## config.mk

```make
export PLATFORM = sky130hd
export DESIGN_NAME = fetch_unit
export DESIGN_NICKNAME = d
export VERILOG_FILES = /design/src/rtl/cpu_pkg.sv /design/src/rtl/fetch_fifo.sv /design/src/rtl/fetch_unit.sv
export SDC_FILE = /design/constraint.sdc
export NUM_CORES = 1
export LEC_CHECK = 0
export ABC_AREA = 1
export BUFFER_PORTS_ARGS = -buffer_cell sky130_fd_sc_hd__buf_2
export CAP_MARGIN = 20
export CORE_UTILIZATION = 39
export DETAILED_ROUTE_END_ITERATION = 8
export MAX_ROUTING_LAYER = met4
export SYNTH_ARGS = -nofsm -noshare
export SYNTH_HDL_FRONTEND = slang
export SYNTH_SLANG_ARGS = --single-unit
```

## constraint.sdc

```tcl
create_clock -name clk -period 4 [get_ports clk]
set_input_delay 0.2 -clock clk [delete_from_list [all_inputs] [get_ports clk]]
set_output_delay 0.2 -clock clk [all_outputs]
set_load 0.02 [all_outputs]
```

## src/rtl/cpu_pkg.sv

```systemverilog
// Shared definitions for the Music_Rockcessor CPU: opcode encodings used by
// fetch and the controller, the fetch-stage state type and default widths.
package cpu_pkg;

    localparam int CPU_ADDR_W  = 16;
    localparam int CPU_INSTR_W = 16;

    localparam logic [3:0] OP_HALT = 4'b0000;
    localparam logic [3:0] OP_BR0  = 4'b0100;
    localparam logic [3:0] OP_BR1  = 4'b0101;

    typedef enum logic [1:0] {
        FS_RUN   = 2'd0,
        FS_DRAIN = 2'd1,
        FS_HALT  = 2'd2
    } fetch_state_e;

    function automatic logic is_halt(input logic [3:0] opcode);
        return opcode == OP_HALT;
    endfunction

endpackage

```

## src/rtl/fetch_fifo.sv

```systemverilog
// Small synchronous FIFO holding {pc, word} pairs for the fetch stage.
// Registered output (no write-through); clear has priority over push/pop.
module fetch_fifo
    import cpu_pkg::*;
#(
    parameter int DEPTH = 2,
    parameter int WIDTH = 32
) (
    input  logic                     clk,
    input  logic                     rst_n,
    input  logic                     push,
    input  logic                     pop,
    input  logic                     clear,
    input  logic [WIDTH-1:0]         wdata,
    output logic [WIDTH-1:0]         rdata,
    output logic [$clog2(DEPTH):0]   count,
    output logic                     full,
    output logic                     empty
);
    localparam int PTR_W = $clog2(DEPTH);

    logic [WIDTH-1:0] mem_q [DEPTH];
    logic [PTR_W-1:0] rd_ptr_q;
    logic [PTR_W-1:0] wr_ptr_q;
    logic [PTR_W:0]   count_q;
    logic             do_push;
    logic             do_pop;

    assign full    = (count_q == (PTR_W + 1)'(DEPTH));
    assign empty   = (count_q == '0);
    assign do_push = push & ~full & ~clear;
    assign do_pop  = pop & ~empty & ~clear;
    assign rdata   = mem_q[rd_ptr_q];
    assign count   = count_q;

    // Entry storage; cleared on reset so the head reads as zero out of reset.
    always_ff @(posedge clk or negedge rst_n) begin
        if (!rst_n) begin
            for (int i = 0; i < DEPTH; i++) begin
                mem_q[i] <= '0;
            end
        end else if (do_push) begin
            mem_q[wr_ptr_q] <= wdata;
        end
    end

    // Pointers and occupancy; DEPTH is a power of two so pointers wrap freely.
    always_ff @(posedge clk or negedge rst_n) begin
        if (!rst_n) begin
            rd_ptr_q <= '0;
            wr_ptr_q <= '0;
            count_q  <= '0;
        end else if (clear) begin
            rd_ptr_q <= '0;
            wr_ptr_q <= '0;
            count_q  <= '0;
        end else begin
            if (do_push) begin
                wr_ptr_q <= wr_ptr_q + PTR_W'(1);
            end
            if (do_pop) begin
                rd_ptr_q <= rd_ptr_q + PTR_W'(1);
            end
            case ({do_push, do_pop})
                2'b10:   count_q <= count_q + (PTR_W + 1)'(1);
                2'b01:   count_q <= count_q - (PTR_W + 1)'(1);
                default: count_q <= count_q;
            endcase
        end
    end

endmodule

```

## src/rtl/fetch_unit.sv

```systemverilog
// Instruction fetch stage: issues word reads to instruction memory, buffers
// responses in fetch_fifo and hands them to decode over valid/ready.
// Optional HALT detection is built when FETCH_HALT_DETECT_EN is defined.
//
// state    | meaning
// ---------+-----------------------------------------------------------
// FS_RUN   | normal fetching; responses are queued
// FS_DRAIN | redirect hit an in-flight read; its response is thrown away
// FS_HALT  | HALT word queued; no new reads until redirect or reset
module fetch_unit
    import cpu_pkg::*;
#(
    parameter int                ADDR_W   = CPU_ADDR_W,
    parameter int                INSTR_W  = CPU_INSTR_W,
    parameter int                DEPTH    = 2,
    parameter logic [ADDR_W-1:0] RESET_PC = '0
) (
    input  logic               clk,
    input  logic               rst_n,
    output logic               imem_req,
    output logic [ADDR_W-1:0]  imem_addr,
    input  logic               imem_rvalid,
    input  logic [INSTR_W-1:0] imem_rdata,
    output logic               instr_valid,
    input  logic               instr_ready,
    output logic [INSTR_W-1:0] instr,
    output logic [ADDR_W-1:0]  instr_pc,
    output logic [3:0]         OpCode,
    input  logic               redirect,
    input  logic [ADDR_W-1:0]  redirect_pc,
    output logic               halted
);
    localparam int CNT_W = $clog2(DEPTH) + 1;
    localparam int ENT_W = ADDR_W + INSTR_W;

    fetch_state_e      state_q;
    fetch_state_e      state_d;
    logic [ADDR_W-1:0] fetch_pc_q;
    logic [ADDR_W-1:0] fetch_pc_d;
    logic [ADDR_W-1:0] req_pc_q;
    logic [ADDR_W-1:0] req_pc_d;
    logic              outstanding_q;
    logic              outstanding_d;

    logic              rsp_live;
    logic              push;
    logic              pop;
    logic              space;
    logic              halt_push;
    logic              issue_run;
    logic              issue_drain;
    logic              issue;

    logic [CNT_W-1:0]  fifo_count;
    logic              fifo_full;
    logic              fifo_empty;
    logic [ENT_W-1:0]  fifo_rdata;

    // A response only counts when we are actually waiting for one.
    assign rsp_live = imem_rvalid & outstanding_q;
    assign pop      = instr_valid & instr_ready;
    assign push     = rsp_live & (state_q == FS_RUN) & ~redirect;

`ifdef FETCH_HALT_DETECT_EN
    assign halt_push = push & is_halt(imem_rdata[INSTR_W-1 -: 4]);
    assign halted    = (state_q == FS_HALT);
`else
    assign halt_push = 1'b0;
    assign halted    = 1'b0;
`endif

    // Room for one more word after this cycle's push/pop. An outstanding read
    // always has a slot reserved, so a pop always frees enough space.
    always_comb begin
        if (pop) begin
            space = 1'b1;
        end else if (push) begin
            space = (fifo_count < CNT_W'(DEPTH - 1));
        end else begin
            space = ~fifo_full;
        end
    end

    // The HALT word's own push cycle must not launch a read past it.
    assign issue_run   = (state_q == FS_RUN) & (~outstanding_q | imem_rvalid) & space & ~halt_push;
    assign issue_drain = (state_q == FS_DRAIN) & rsp_live & space;
    assign issue       = rst_n & ~redirect & (issue_run | issue_drain);

    assign imem_req  = issue;
    assign imem_addr = issue ? fetch_pc_q : '0;

    // Next-state: request bookkeeping, then FSM, then redirect override.
    always_comb begin
        state_d       = state_q;
        fetch_pc_d    = fetch_pc_q;
        req_pc_d      = req_pc_q;
        outstanding_d = outstanding_q;

        if (rsp_live) begin
            outstanding_d = 1'b0;
        end
        if (issue) begin
            outstanding_d = 1'b1;
            req_pc_d      = fetch_pc_q;
            fetch_pc_d    = fetch_pc_q + ADDR_W'(1);
        end

        case (state_q)
            FS_RUN: begin
                if (halt_push) begin
                    state_d = FS_HALT;
                end
            end
            FS_DRAIN: begin
                if (rsp_live) begin
                    state_d = FS_RUN;
                end
            end
            default: state_d = state_q;
        endcase

        // A read still in flight must be swallowed before fetching resumes;
        // one arriving this very cycle is simply dropped.
        if (redirect) begin
            fetch_pc_d = redirect_pc;
            if (outstanding_q & ~imem_rvalid) begin
                state_d = FS_DRAIN;
            end else begin
                state_d = FS_RUN;
            end
        end
    end

    // Fetch control registers.
    always_ff @(posedge clk or negedge rst_n) begin
        if (!rst_n) begin
            state_q       <= FS_RUN;
            fetch_pc_q    <= RESET_PC;
            req_pc_q      <= '0;
            outstanding_q <= 1'b0;
        end else begin
            state_q       <= state_d;
            fetch_pc_q    <= fetch_pc_d;
            req_pc_q      <= req_pc_d;
            outstanding_q <= outstanding_d;
        end
    end

    fetch_fifo #(
        .DEPTH (DEPTH),
        .WIDTH (ENT_W)
    ) u_fifo (
        .clk   (clk),
        .rst_n (rst_n),
        .push  (push),
        .pop   (pop),
        .clear (redirect),
        .wdata ({req_pc_q, imem_rdata}),
        .rdata (fifo_rdata),
        .count (fifo_count),
        .full  (fifo_full),
        .empty (fifo_empty)
    );

    assign instr_valid = ~fifo_empty;
    assign instr_pc    = fifo_rdata[ENT_W-1 -: ADDR_W];
    assign instr       = fifo_rdata[INSTR_W-1:0];
    assign OpCode      = instr[INSTR_W-1 -: 4];

endmodule

```

### Word-level counts from Yosys, hierarchy flattened

Index checks and enable logic that the tools add are counted.

* register bits: 103
* bits in latches: 0
* bits in writable memories: 0
* ROM bits: 0
* bits of input ports: 37
* output and inout port bits: 55
* word-level logic and storage cells: 80
* memories kept: 0

* add/sub/neg operators: 5
* multiply operators: 0
* divide/modulo/power cells: 0
* magnitude comparators: 4
* equal/unequal tests: 4
* shift-type cells: 0
* mux-type cells: 23
* bitwise gates (word level): 24
* reductions and logical operators: 11

Operator list (number)
* 32-bit 2-to-1 mux: 4
* 64-bit bitwise mux: 1
* 16-bit 2-to-1 mux: 3
* 32-bit demux with 1-bit select: 1
* 16-bit by 1-bit adder with 16-bit output, second input constant: 1
* 1-bit bitwise AND: 15
* 2-bit nonzero test: 6
* 1-bit 2-to-1 mux: 9
* 2-bit 2-to-1 mux: 4
* 1-bit NOT: 5
* 2-bit by 1-bit == test with 1-bit output, second input constant: 2
* 2-bit == test, second input constant: 2
* 2-bit >= comparator, second input constant: 2
* 2-bit logical NOT: 2
* 2-bit by 1-bit < comparator with 1-bit output, second input constant: 2
* 1-bit NOT with 2-bit output: 2
* 2-bit case mux with 2 select lines: 1
* 3-bit nonzero test: 1
* 1-bit adder, second input constant: 2
* 2-bit by 1-bit adder with 2-bit output, second input constant: 1
* 1-bit bitwise OR: 2
* 2-bit AND reduction: 1
* 2-bit by 1-bit subtractor with 2-bit output, second input constant: 1
* 1-bit logical AND: 1

### Longest topological paths before layout

* word-level depth: 10
* gate-level depth with buffers: 12
* mapped depth without buffers: 12

### Modules after synthesis

From an unflattened synthesis, not the netlist that was laid out.

* cell total of the unflattened synthesis: 653
* area total of the unflattened synthesis: 5161.2 um^2

Modules (own cells, without submodules)
* fetch_fifo: times used 1, cells an instance 378, area an instance 3101.7 um^2, seq. area each 1701.6 um^2
* fetch_unit: times used 1, cells an instance 275, area an instance 2059.5 um^2, seq. area each 850.8 um^2

### Worst setup path before layout

Ideal clock, no wire load.

* path kind: register to output
* start point: register u_fifo.count_q[0] (netlist: u_fifo.count[0])
* end point: output imem_addr[6]
* data arrival time: 1582 ps
* data required time: 3800 ps
* setup slack: 2218 ps
* cell stages (with the launch flop): 11
* path buffers: 1
* cells stage by stage: dfrtp_1 inv_1 ha_1 inv_2 nand2_2 inv_1 nor2_4 a21oi_4 buf_4 nand2_1 inv_1

* cells in the longest elaborated chain, start to end: 8
* elaborated cells between the ends (all ways): 13
* those cells by class: order compare (1); eq/ne (1); mux (3); bitwise (7); reduce/logical (1)

RTL lines
* start, declared: line fetch_fifo.sv:25 `logic [PTR_W:0] count_q;`
* start signal, assigned: line fetch_fifo.sv:65 `2'b10: count_q <= count_q + (PTR_W + 1)'(1);`
* start signal, assigned: line fetch_fifo.sv:66 `2'b01: count_q <= count_q - (PTR_W + 1)'(1);`
* start signal, assigned: line fetch_fifo.sv:67 `default: count_q <= count_q;`
* 2-bit logical NOT *: line fetch_fifo.sv:30 `assign empty = (count_q == '0);`
* 1-bit NOT *: line fetch_unit.sv:165 `assign instr_valid = ~fifo_empty;`
* net instr_valid: line fetch_unit.sv:24 `output logic instr_valid,`
* 1-bit bitwise AND *: line fetch_unit.sv:61 `assign pop = instr_valid & instr_ready;`
* 1-bit 2-to-1 mux *: line fetch_unit.sv:75 `if (pop) begin`
* 1-bit bitwise AND, on equally long branches: line fetch_unit.sv:85, fetch_unit.sv:86
* 1-bit bitwise OR *: line fetch_unit.sv:87 `assign issue = rst_n & ~redirect & (issue_run | issue_drain);`
* 1-bit bitwise AND *: line fetch_unit.sv:87
* 16-bit 2-to-1 mux *: line fetch_unit.sv:90 `assign imem_addr = issue ? fetch_pc_q : '0;`
* end, declared: line fetch_unit.sv:21 `output logic [ADDR_W-1:0] imem_addr,`

The timed path passes the listed nets; every way through them passes the cells marked *.

### Final worst setup path

* start point: register u_fifo.count_q[0] (netlist: u_fifo.count[0])
* end point: output imem_req

* cells in the longest elaborated chain, start to end: 7
* elaborated cells between the ends (all ways): 12
* those cells by class: order compare (1); eq/ne (1); mux (2); bitwise (7); reduce/logical (1)

RTL lines
* parallel branches: the longest is 3 deep, another holds 2-bit by 1-bit < comparator with 1-bit output
* 1-bit 2-to-1 mux *: line fetch_unit.sv:75
* 1-bit bitwise AND, on equally long branches: line fetch_unit.sv:85, fetch_unit.sv:86
* 1-bit bitwise OR *: line fetch_unit.sv:87
* 1-bit bitwise AND *: line fetch_unit.sv:87
* end, declared: line fetch_unit.sv:20 `output logic imem_req,`

Every way passes the cells marked *.

==> flow_metrics.py <==
metrics = {
    "timing": {
        "fin_crit_period_ps": 2560,
        "fin_tns_setup_ps": 0,
        "timing.clock.skew_ps": 6.35,
        "fmax_mhz": 391,
        "report.final.slew_viol_count": 0,
        "finalSetupViolations": 0,
        "tightest_slew_margin_relative_to_the_limit_pct": 36.5,
        "setup_repair_after_global_routing_missed_its_margin": "no",
        "worst_pin_slew_ps": 953,
        "final_hold_viol_count": 0,
        "min_period_over_period_pct": 63.9,
    },
    "power_and_ir_drop": {
        "p_leak_nw": 3.18,
        "max-vdd-ir-drop_v": 0.000335,
        "power-per-cell-area_mw_per_mm2": 702,
        "total_power_mw": 4.14,
    },
    "finish": {
        "antennaDiodeCount": 0,
        "post_route_cells_drive_above_1_share_pct": 21.3,
        "area_growth_pct": 15.4,
        "final_design_area_no_fill_mm2": 0.00590,
        "finish.net_count": 740,
    },
    "global_route": {
        "grt.total_usage_pct": 18.4,
        "first_pass_grt_wire_length_um": 18700,
        "maximum_number_of_pins_on_one_net_before_global_route_repair": 76,
        "globalRoute.totalOverflow": 0,
        "antenna_violations_before_repair": 0,
        "number_of_global_route_vias_before_repair": 3836,
    },
    "synthesis": {
        "asyncSetResetFlopFracSynth_pct": 100,
        "yosys.cell_types.count": 33,
        "yosysSeqAreaShare_pct": 49.9,
        "ys.warnings.count": 0,
        "yosysTopAreaCellShare_pct": 49.9,
        "synth_most_common_cell": "nand2_1",
        "ys_dominant_reg_cell": "dfrtp_1",
        "synthesis.nets": 666,
        "post_synth_most_frequent_cells": "nand2_1, dfrtp_1, inv_1",
        "synth-seq-cells": 102,
        "synthesis.area_mm2": 0.00511,
        "synth_area_leaders": "dfrtp_1, nand2_1, inv_1",
        "netlist.top_cell.by_area": "dfrtp_1",
        "postSynthCellCount": 626,
        "post_synth.cell_area_avg_um2": 8.16,
        "synth-edff-count": 0,
    },
    "route": {
        "detail_route.wirelength_um": 11200,
        "detailroute.via_count": 4139,
        "route.detailed.wl_per_inst_um": 12.8,
        "drt.antenna.violating_nets": 0,
        "top_signal_layer_used": "met4",
        "detail_route.first_pass.iterations": 4,
        "wl_met1_um": 5300,
        "route.met2.wl_um": 5250,
        "routed_via_density": 4.72,
        "dr_wl_met3_um": 475,
        "drt_iter0_markers": 260,
        "drt_drc_violations_left": 0,
    },
    "cts": {
        "clock_net_sink_count": 102,
        "tritoncts": "done",
        "clock_insertion_delay_worst_skew_ps": 340,
        "cts_buffers": 9,
        "worst_setup_hold_path_clk_slew_ps": 70,
        "cts_max_level": 3,
        "cts.root.buffer_cell": "clkbuf_16",
        "cts_setup_buffers": 0,
        "clockBufferDepth": 2,
        "post_cts_resized": 0,
    },
    "place": {
        "gp_routability_congestion": 0.875,
        "dp_hpwl_um": 7630,
        "port-buffer-count": 90,
        "post_dp_cell_area_mm2": 0.00558,
    },
    "floorplan": {
        "floorplan.initialDensity_pct": 40.2,
        "floorplan.die_area_mm2": 0.0136,
        "floorplan.core_area_mm2": 0.0127,
        "floorplan.die.width_um": 116,
        "design.portCount": 92,
        "dieHeight_um": 116,
        "core.rowCount": 41,
    },
    "worst_setup_path": {
        "critPathCaptureType": "output port",
        "path_class": "reg2out",
        "crit_path_max_fanout": 22,
        "setup.worst_path.start_class": "register",
        "worst-endpoint-required_ps": 3800,
        "critPathArrivalTime_ps": 2360,
    },
    "flow_run": {
        "cap_viol_max_count": 0,
    },
    "min_path": {
        "type_of_the_most_critical_hold_path": "in2reg",
    },
    "status": {
        "outcome": "finished clean",
    },
}
==> flip-flops by register name (all words and copies together), names as in the netlist <==
name and flops:
state_q 1, outstanding_q 1, u_fifo.wr_ptr_q 1, u_fifo.count 2
u_fifo.rd_ptr_q 1, req_pc_q 16, u_fifo.mem_q 64, fetch_pc_q 16
==> final timing paths <==
kind                            cells after the start                            to                          from  slack, ps
max in group asynchronous                           3   u_fifo.count[0]$_DFFE_PN0P_                         rst_n       2400
min in group asynchronous                           2  u_fifo.mem_q[11]$_DFFE_PN0P_                         rst_n        310
worst min register to register                      2  u_fifo.mem_q[38]$_DFFE_PN0P_  u_fifo.mem_q[38]$_DFFE_PN0P_        480
worst max register to register                      8  u_fifo.mem_q[60]$_DFFE_PN0P_   u_fifo.count[0]$_DFFE_PN0P_       1920
worst min-delay path                                3     fetch_pc_q[0]$_DFFE_PN0P_                redirect_pc[0]         60
worst max-delay path                                9                      imem_req   u_fifo.count[0]$_DFFE_PN0P_       1440
==> cell usage in the layout, fill, tap and decap left out, types with 2 or more instances in the layout <==
cell | synthesis | final
a21oi_1 | 2 | 2
nand2_1 | 233 | 233
dfrtp_1 | 102 | 102
xor2_1 | 4 | 4
clkinvlp_4 | 0 | 2
clkbuf_1 | 10 | 2
nand2_2 | 4 | 4
buf_4 | 7 | 5
o21ai_2 | 17 | 17
xnor2_1 | 2 | 2
nand4_1 | 3 | 3
o21bai_1 | 13 | 13
buf_2 | 7 | 89
clkinv_4 | 0 | 2
inv_1 | 61 | 61
clkbuf_16 | 0 | 9
nand2_4 | 3 | 3
ha_1 | 3 | 3
nor2_1 | 28 | 28
a21boi_0 | 2 | 2
inv_2 | 4 | 4
nand3_1 | 36 | 36
nor2_4 | 8 | 8
o21ai_0 | 39 | 39
o21ai_1 | 21 | 21
==> worst max-delay path: stages (launching register included) <==
cell and delay, ps:
dfrtp_1 410, inv_1 100, ha_1 210, inv_2 60, nand2_2 70, inv_1 140, nor2_4 70, a21oi_4 480
buf_4 280, buf_2 180
==> metal layers <==
metal | track usage [%] | vias to the layer above
met5 | - | -
met4 | 5.98 | 0
met3 | 3.48 | 13
met2 | 29.0 | 109
met1 | 24.0 | 1923
li1 | - | 2094
==> metrics by stage <==
stage | util, % | hold slack [ps] | cells | worst slack (ps)
3_3_place_gp | 43.9 | 138 | 859 | 1800
2_1_floorplan | - | -95.6 | 626 | 2220
3_5_place_dp | 43.9 | 144 | 859 | 1770
4_1_cts | 46.1 | 57.6 | 876 | 1400
6_report | 46.4 | 59.2 | 877 | 1440
5_1_grt | 46.4 | 74.7 | 877 | 1260
==> power breakdown <==
group	leakage (nW)	internal, mW	switching (mW)	total (mW)
Combinational	1.73	0.563	1.08	1.64
Sequential	1.32	1.45	0.238	1.68
Clock	0.129	0.442	0.375	0.816
Total	3.18	2.45	1.69	4.14
==> logic make-up (layout without fill, tap and decap cells) <==
group / Yosys count / count (layout) / share of synthesized area [%]
other: 1 / 1 / 0.0734
DFF: 102 / 102 / 49.9
xor gates and xnor gates: 6 / 6 / 1.03
and+or+nand+nor: 318 / 318 / 27.1
adders and majority gates: 3 / 3 / 0.734
AOI/OAI and AO/OA: 96 / 96 / 11.7
buffers and inverters: 100 / 179 / 9.42
==> area by class of cell <==
class | instances | area [um^2]
multi-input cells | 424 | 2080
well taps | 172 | 215
flip-flops and latches | 102 | 2550
clock buffers | 12 | 246
clock inverters | 4 | 32.5
inverters | 67 | 254
fillers | 1307 | 6820
repair buffers | 96 | 520
==> what timing repair did <==
action                                  in CTS  in global routing
endpoints found under the setup margin       0                  0
hold buffers                                 1                  0
hold endpoints to repair                    27                  0
Note: power is estimated with default switching activity, not from simulation.
